File: config.mk
export PLATFORM = sky130hd
export DESIGN_NAME = regfile_wb_arbiter_flat
export DESIGN_NICKNAME = d
export VERILOG_FILES = /design/src/rtl/core_pkg.sv /design/src/rtl/regfile_wb_arbiter_if.sv /design/src/rtl/regfile_wb_arbiter_rr_arb2.sv /design/src/rtl/regfile_wb_arbiter.sv /design/src/flat_wrapper.sv
export SDC_FILE = /design/constraint.sdc
export NUM_CORES = 1
export LEC_CHECK = 0
export BUFFER_PORTS_ARGS = -buffer_cell sky130_fd_sc_hd__buf_2
export CAP_MARGIN = 20
export CORE_AREA = 3 3 111 113
export CTS_BUF_LIST = sky130_fd_sc_hd__clkbuf_4
export DETAILED_ROUTE_END_ITERATION = 8
export DIE_AREA = 0 0 114 116
export GPL_TIMING_DRIVEN = 1
export PLACE_DENSITY = 0.77
export SETUP_SLACK_MARGIN = 0.2
export SYNTH_ARGS = -nofsm -noshare
export SYNTH_HDL_FRONTEND = slang
export SYNTH_SLANG_ARGS = --single-unit
File: constraint.sdc
create_clock -name clk -period 1.85 [get_ports clk]
set_input_delay 0 -clock clk [delete_from_list [all_inputs] [get_ports clk]]
set_output_delay 0 -clock clk [all_outputs]
set_load 0.01 [all_outputs]
File: src/rtl/core_pkg.sv
// Shared core types for the writeback path: register/data widths, writeback
// source encoding and the generic writeback request bundle.
package core_pkg;

  localparam int REG_ADDR_W = 5;
  localparam int XLEN       = 64;

  typedef enum logic {
    WB_ALU = 1'b0,
    WB_MEM = 1'b1
  } wb_src_e;

  typedef struct packed {
    logic                  valid;
    logic [REG_ADDR_W-1:0] rd;
    logic [XLEN-1:0]       data;
  } wb_req_t;

endpackage

File: src/rtl/regfile_wb_arbiter_if.sv
// Writeback bus between the two requesters, the register-file write port and
// the decode-stage forwarding taps.
interface regfile_wb_arbiter_if #(
  parameter int DATA_W = 64,
  parameter int ADDR_W = 5
) ();

  logic              alu_valid;
  logic              alu_ready;
  logic [ADDR_W-1:0] alu_rd;
  logic [DATA_W-1:0] alu_data;

  logic              mem_valid;
  logic              mem_ready;
  logic [ADDR_W-1:0] mem_rd;
  logic [DATA_W-1:0] mem_data;

  logic              wb_stall;

  logic              rf_wr_en;
  logic [ADDR_W-1:0] rf_destn_reg;
  logic [DATA_W-1:0] rf_destn_data;
  logic              wb_done;
  logic              wb_src;

  logic [ADDR_W-1:0] rd_reg_A;
  logic [ADDR_W-1:0] rd_reg_B;
  logic              fwd_A;
  logic              fwd_B;
  logic [DATA_W-1:0] fwd_data;

  // Arbiter side
  modport slave (
    input  alu_valid, alu_rd, alu_data,
    input  mem_valid, mem_rd, mem_data,
    input  wb_stall, rd_reg_A, rd_reg_B,
    output alu_ready, mem_ready,
    output rf_wr_en, rf_destn_reg, rf_destn_data, wb_done, wb_src,
    output fwd_A, fwd_B, fwd_data
  );

  // Requester / register-file / decode side
  modport master (
    output alu_valid, alu_rd, alu_data,
    output mem_valid, mem_rd, mem_data,
    output wb_stall, rd_reg_A, rd_reg_B,
    input  alu_ready, mem_ready,
    input  rf_wr_en, rf_destn_reg, rf_destn_data, wb_done, wb_src,
    input  fwd_A, fwd_B, fwd_data
  );

endinterface

File: src/rtl/regfile_wb_arbiter_rr_arb2.sv
// Two-requester round-robin arbiter. Bit 0 is the ALU, bit 1 the load unit;
// the grant is one-hot and every grant is a completed handshake.
module rr_arb2
  import core_pkg::*;
(
  input  logic       clk,
  input  logic       rst_n,
  input  logic       en_i,
  input  logic [1:0] req_i,
  output logic [1:0] gnt_o
);

  wb_src_e last_q, last_d;

  always_comb begin
    gnt_o = 2'b00;
    if (en_i) begin
      unique case (req_i)
        2'b01:   gnt_o = 2'b01;
        2'b10:   gnt_o = 2'b10;
        2'b11:   gnt_o = (last_q == WB_MEM) ? 2'b01 : 2'b10;
        default: gnt_o = 2'b00;
      endcase
    end
  end

  // Priority only moves on a real grant, so an idle or stalled cycle keeps it.
  always_comb begin
    last_d = last_q;
    if (gnt_o[0])      last_d = WB_ALU;
    else if (gnt_o[1]) last_d = WB_MEM;
  end

  always_ff @(posedge clk or negedge rst_n) begin
    if (!rst_n) last_q <= WB_MEM;
    else        last_q <= last_d;
  end

endmodule

File: src/rtl/regfile_wb_arbiter.sv
// Shares the register-file write port between the ALU and the load unit, with
// one registered stage driving the write and forwarding of the write in flight.
module regfile_wb_arbiter
  import core_pkg::*;
#(
  parameter int DATA_W = XLEN,
  parameter int ADDR_W = REG_ADDR_W
) (
  input  logic                 clk,
  input  logic                 rst_n,
  regfile_wb_arbiter_if.slave  wb
);

  logic [1:0]        gnt;
  logic              hs;
  logic [ADDR_W-1:0] sel_rd;
  logic [DATA_W-1:0] sel_data;

  logic              wr_en_q, wr_en_d;
  logic              done_q,  done_d;
  wb_src_e           src_q,   src_d;
  logic [ADDR_W-1:0] rd_q,    rd_d;
  logic [DATA_W-1:0] data_q,  data_d;

  rr_arb2 u_arb (
    .clk   (clk),
    .rst_n (rst_n),
    .en_i  (!wb.wb_stall),
    .req_i ({wb.mem_valid, wb.alu_valid}),
    .gnt_o (gnt)
  );

  assign wb.alu_ready = gnt[0];
  assign wb.mem_ready = gnt[1];
  assign hs           = |gnt;
  assign sel_rd       = gnt[1] ? wb.mem_rd   : wb.alu_rd;
  assign sel_data     = gnt[1] ? wb.mem_data : wb.alu_data;

  // Writes to x0 retire normally but never raise the write enable.
  always_comb begin
    wr_en_d = hs && (sel_rd != '0);
    done_d  = hs;
    src_d   = src_q;
    rd_d    = rd_q;
    data_d  = data_q;
    if (hs) begin
      src_d  = gnt[1] ? WB_MEM : WB_ALU;
      rd_d   = sel_rd;
      data_d = sel_data;
    end
  end

  always_ff @(posedge clk or negedge rst_n) begin
    if (!rst_n) begin
      wr_en_q <= 1'b0;
      done_q  <= 1'b0;
      src_q   <= WB_ALU;
      rd_q    <= '0;
      data_q  <= '0;
    end else begin
      wr_en_q <= wr_en_d;
      done_q  <= done_d;
      src_q   <= src_d;
      rd_q    <= rd_d;
      data_q  <= data_d;
    end
  end

  assign wb.rf_wr_en      = wr_en_q;
  assign wb.rf_destn_reg  = rd_q;
  assign wb.rf_destn_data = data_q;
  assign wb.wb_done       = done_q;
  assign wb.wb_src        = src_q;

  // The write enable already excludes x0 and an empty stage.
  assign wb.fwd_A    = wr_en_q && (rd_q == wb.rd_reg_A);
  assign wb.fwd_B    = wr_en_q && (rd_q == wb.rd_reg_B);
  assign wb.fwd_data = data_q;

endmodule

File: src/flat_wrapper.sv
// flat-port wrapper written by rule: the top's interface ports become plain ports
module regfile_wb_arbiter_flat import core_pkg::*;
#(
  parameter int DATA_W = XLEN,
  parameter int ADDR_W = REG_ADDR_W
)
  (clk, rst_n, wb_alu_valid, wb_alu_rd, wb_alu_data, wb_mem_valid, wb_mem_rd, wb_mem_data, wb_wb_stall, wb_rd_reg_A, wb_rd_reg_B, wb_alu_ready, wb_mem_ready, wb_rf_wr_en, wb_rf_destn_reg, wb_rf_destn_data, wb_wb_done, wb_wb_src, wb_fwd_A, wb_fwd_B, wb_fwd_data);
  regfile_wb_arbiter_if #(.DATA_W(DATA_W), .ADDR_W(ADDR_W)) wb_i ();
  input  logic clk;
  input  logic rst_n;
  input wire logic [$bits(wb_i.alu_valid)-1:0] wb_alu_valid;
  input wire logic [$bits(wb_i.alu_rd)-1:0] wb_alu_rd;
  input wire logic [$bits(wb_i.alu_data)-1:0] wb_alu_data;
  input wire logic [$bits(wb_i.mem_valid)-1:0] wb_mem_valid;
  input wire logic [$bits(wb_i.mem_rd)-1:0] wb_mem_rd;
  input wire logic [$bits(wb_i.mem_data)-1:0] wb_mem_data;
  input wire logic [$bits(wb_i.wb_stall)-1:0] wb_wb_stall;
  input wire logic [$bits(wb_i.rd_reg_A)-1:0] wb_rd_reg_A;
  input wire logic [$bits(wb_i.rd_reg_B)-1:0] wb_rd_reg_B;
  output wire logic [$bits(wb_i.alu_ready)-1:0] wb_alu_ready;
  output wire logic [$bits(wb_i.mem_ready)-1:0] wb_mem_ready;
  output wire logic [$bits(wb_i.rf_wr_en)-1:0] wb_rf_wr_en;
  output wire logic [$bits(wb_i.rf_destn_reg)-1:0] wb_rf_destn_reg;
  output wire logic [$bits(wb_i.rf_destn_data)-1:0] wb_rf_destn_data;
  output wire logic [$bits(wb_i.wb_done)-1:0] wb_wb_done;
  output wire logic [$bits(wb_i.wb_src)-1:0] wb_wb_src;
  output wire logic [$bits(wb_i.fwd_A)-1:0] wb_fwd_A;
  output wire logic [$bits(wb_i.fwd_B)-1:0] wb_fwd_B;
  output wire logic [$bits(wb_i.fwd_data)-1:0] wb_fwd_data;
  assign wb_i.alu_valid = wb_alu_valid;
  assign wb_i.alu_rd = wb_alu_rd;
  assign wb_i.alu_data = wb_alu_data;
  assign wb_i.mem_valid = wb_mem_valid;
  assign wb_i.mem_rd = wb_mem_rd;
  assign wb_i.mem_data = wb_mem_data;
  assign wb_i.wb_stall = wb_wb_stall;
  assign wb_i.rd_reg_A = wb_rd_reg_A;
  assign wb_i.rd_reg_B = wb_rd_reg_B;
  assign wb_alu_ready = wb_i.alu_ready;
  assign wb_mem_ready = wb_i.mem_ready;
  assign wb_rf_wr_en = wb_i.rf_wr_en;
  assign wb_rf_destn_reg = wb_i.rf_destn_reg;
  assign wb_rf_destn_data = wb_i.rf_destn_data;
  assign wb_wb_done = wb_i.wb_done;
  assign wb_wb_src = wb_i.wb_src;
  assign wb_fwd_A = wb_i.fwd_A;
  assign wb_fwd_B = wb_i.fwd_B;
  assign wb_fwd_data = wb_i.fwd_data;
  regfile_wb_arbiter #(.DATA_W(DATA_W), .ADDR_W(ADDR_W)) u_core (.clk(clk), .rst_n(rst_n), .wb(wb_i));
endmodule
==> metrics <==
run status finished, final reports clean; DP HPWL 9530 um; max reg flops 64; Startpoint Class register; Top Ports 293; first-pass GRT wire length 24200 um; #FFs+latches synth 73; CP Data Arrival Time 1.67 ns; die area 0.0132 mm^2; Peak Freq 598 MHz; Max clock buf depth 2; worst hold path depth 4; Initial Utilization 33.6%; post-route ant nets 0; Worst setup EP type primary output; CP max FO 4; Layout area overhead 74.4%; gr ovfl total 0; nets 872; Worst Skew 0.0147 ns; CTS tree built; Synth cell types 27; final WL 16400 um; share of cells above drive strength 1 46.4%; slowest CP cell dfrtp_2; Worst-Margin Slew 0.922 ns; worst min-delay path startpoint wb_mem_valid; num rows 39; Final period util 90.4%; min cycle time layout 1.67 ns; Chip Height 116 um; post-synthesis cell area 0.00383 mm^2; Crit path max-delay family simple AND/OR/NAND/NOR gates; Net Count, Synth 501; most frequent cell after synthesis dfrtp_1; CP Buf/Inv Count 1; CP Class register to primary output; final setup fails 0; setup TNS 0 ns; core region area 0.0114 mm^2; DP Cell Count 696; CP max stage delay 0.46 ns; DRC errors left 0; Slew Limit Fails 0; cells on worst reg2reg path 5; Layout Cells excl Fill 868; Worst R2R Start u_core.u_arb.last_q; gp weighted congestion 0.823; Wirelength per Cell 18.9 um; DRT iter0 DRCs 426; number of antenna violations at the first check in global routing 0; Critical path origin u_core.wb.rf_destn_reg[4]; clk_lat worst skew 0.41 ns; Critical Path, Cell by Cell xor2_1 -> nor4_2 -> and3_1 -> buf_2; Avg Cell Area, Syn 11.0 um^2; die width 114 um; CTS buffer count 9; LEAKAGE 3.56 nW; IO Port Bufs 292; Synth area leaders dfrtp_1 47%, a221o_1 17%, buf_4 13%; Top FF cell, synth dfrtp_1; Tot GR Track Use 23.6%; Slew Limit Headroom 38.5%; largest area contributor in the synthesized netlist dfrtp_1; Max Cap Viol 0; worst reg2reg path endpoint u_core.wb.fwd_data[29]; vias in the first global route 4741; share of Yosys cell area claimed by the top area cell type 47.0%; worst hold path type input port to register; worst vdd ir 450 uV; Vias 4500; Hold EP u_core.wb.wb_src; drt pass-1 iters 5; Ys Warns 0; vias per inst 5.18; cell count after synthesis 348; r2r setup slk 0.26 ns; sequential-to-total area share from yosys stat 47.7%; H-tree depth 3; worst endpoint required time 1.85 ns; top cells by count, synth 72 x dfrtp_1, 66 x and3_1, 65 x buf_4, 64 x a221o_1, 14 x clkbuf_1; largest net degree at the start of global routing 74; # clock sinks 73; pwr/cell area 754 mW/mm^2; Post-synth EDFFs 0; RSZ-0062 raised after global routing yes; clock slew at reported path FFs 0.11 ns; Root Driver clkbuf_4; Fillers 898; Final Hold Viols 0; fraction of registers with async set/reset 100%; final core occ 58.5%
==> cell usage in the layout, fill, tap and decap left out, drive strengths merged, types with 2 or more instances in the layout <==
master / count
and3: 66
nand2: 3
bufinv: 2
inv: 2
xnor2: 2
nor4: 2
a31oi: 6
dlygate4sd3: 143
clkinv: 2
nor2: 9
a221o: 64
dfrtp: 72
clkbuf: 11
nor3: 2
o21ai: 5
nand3: 5
xor2: 8
buf: 310
==> worst reg2reg max path, stage by stage (launching register included) <==
cell and delay (ns):
dfstp_2 0.59, nand2_4 0.11, a21oi_4 0.18, buf_4 0.17
bufbuf_16 0.31, a221o_1 0.16
==> per-stage QoR <==
step	total power, mW	worst slack (ns)	area [um^2]	hold slack (ns)
2_1_floorplan	3.04	0.387	3830	-0.296
3_3_place_gp	3.50	0.318	4920	0.177
3_5_place_dp	3.54	0.256	4920	0.196
4_1_cts	5.00	0.196	6630	0.109
5_1_grt	5.29	0.0787	6680	0.167
6_report	5.04	0.178	6690	0.161
==> power breakdown <==
group / internal (mW) / leakage (nW) / total [mW] / switching [mW]
Combinational: 0.950 / 2.61 / 1.82 / 0.870
Sequential: 1.84 / 0.868 / 2.06 / 0.221
Clock: 0.578 / 0.0847 / 1.16 / 0.580
Total: 3.37 / 3.56 / 5.04 / 1.67
==> cells by family (layout without fill, tap and decap cells) <==
logic type / count (synthesis) / in the layout / share of synthesized area (%)
other: 0 / 1 / 0
and+or+nand+nor: 90 / 90 / 13.7
DFF: 73 / 73 / 47.7
buffers and inverters: 96 / 472 / 17.1
xor gates and xnor gates: 10 / 10 / 2.29
AOI/OAI and AO/OA: 79 / 79 / 19.2
==> metal layers <==
layer | GRT usage [%] | wire length (um)
met1 | 26.5 | 6060
met2 | 42.3 | 8620
met3 | 5.80 | 1240
met4 | 10.5 | 523
met5 | 0 | 0
==> what timing repair did <==
item	4_1_cts	5_1_grt
hold buffers	143	0
pin swaps	2	5
cloned	2	0
gates resized for setup	2	6
hold endpoints to repair	143	0
setup endpoints to repair	2	23
buffers inserted	5	5
==> how the worst max path moves through the flow <==
stage,endpoint,depth (start not counted)
floorplan,u_core.wb.fwd_data[41],5
global placement,u_core.wb.fwd_data[3],4
detailed placement,u_core.wb.fwd_data[20],4
CTS,wb_fwd_A,4
global route,wb_fwd_B,5
finish,wb_fwd_A,4
==> area by class of cell <==
class | instances | area [um^2] | area share [%]
diodes | 1 | 2.50 | 0.0374
clock buffers | 11 | 82.6 | 1.24
clock inverters | 5 | 80.1 | 1.20
inverters | 2 | 7.51 | 0.112
multi-input cells | 179 | 1400 | 21.0
flip-flops and latches | 73 | 1830 | 27.4
well taps | 143 | 179 | 2.68
repair buffers | 454 | 3100 | 46.4
Power figures use the tool's default switching activity.
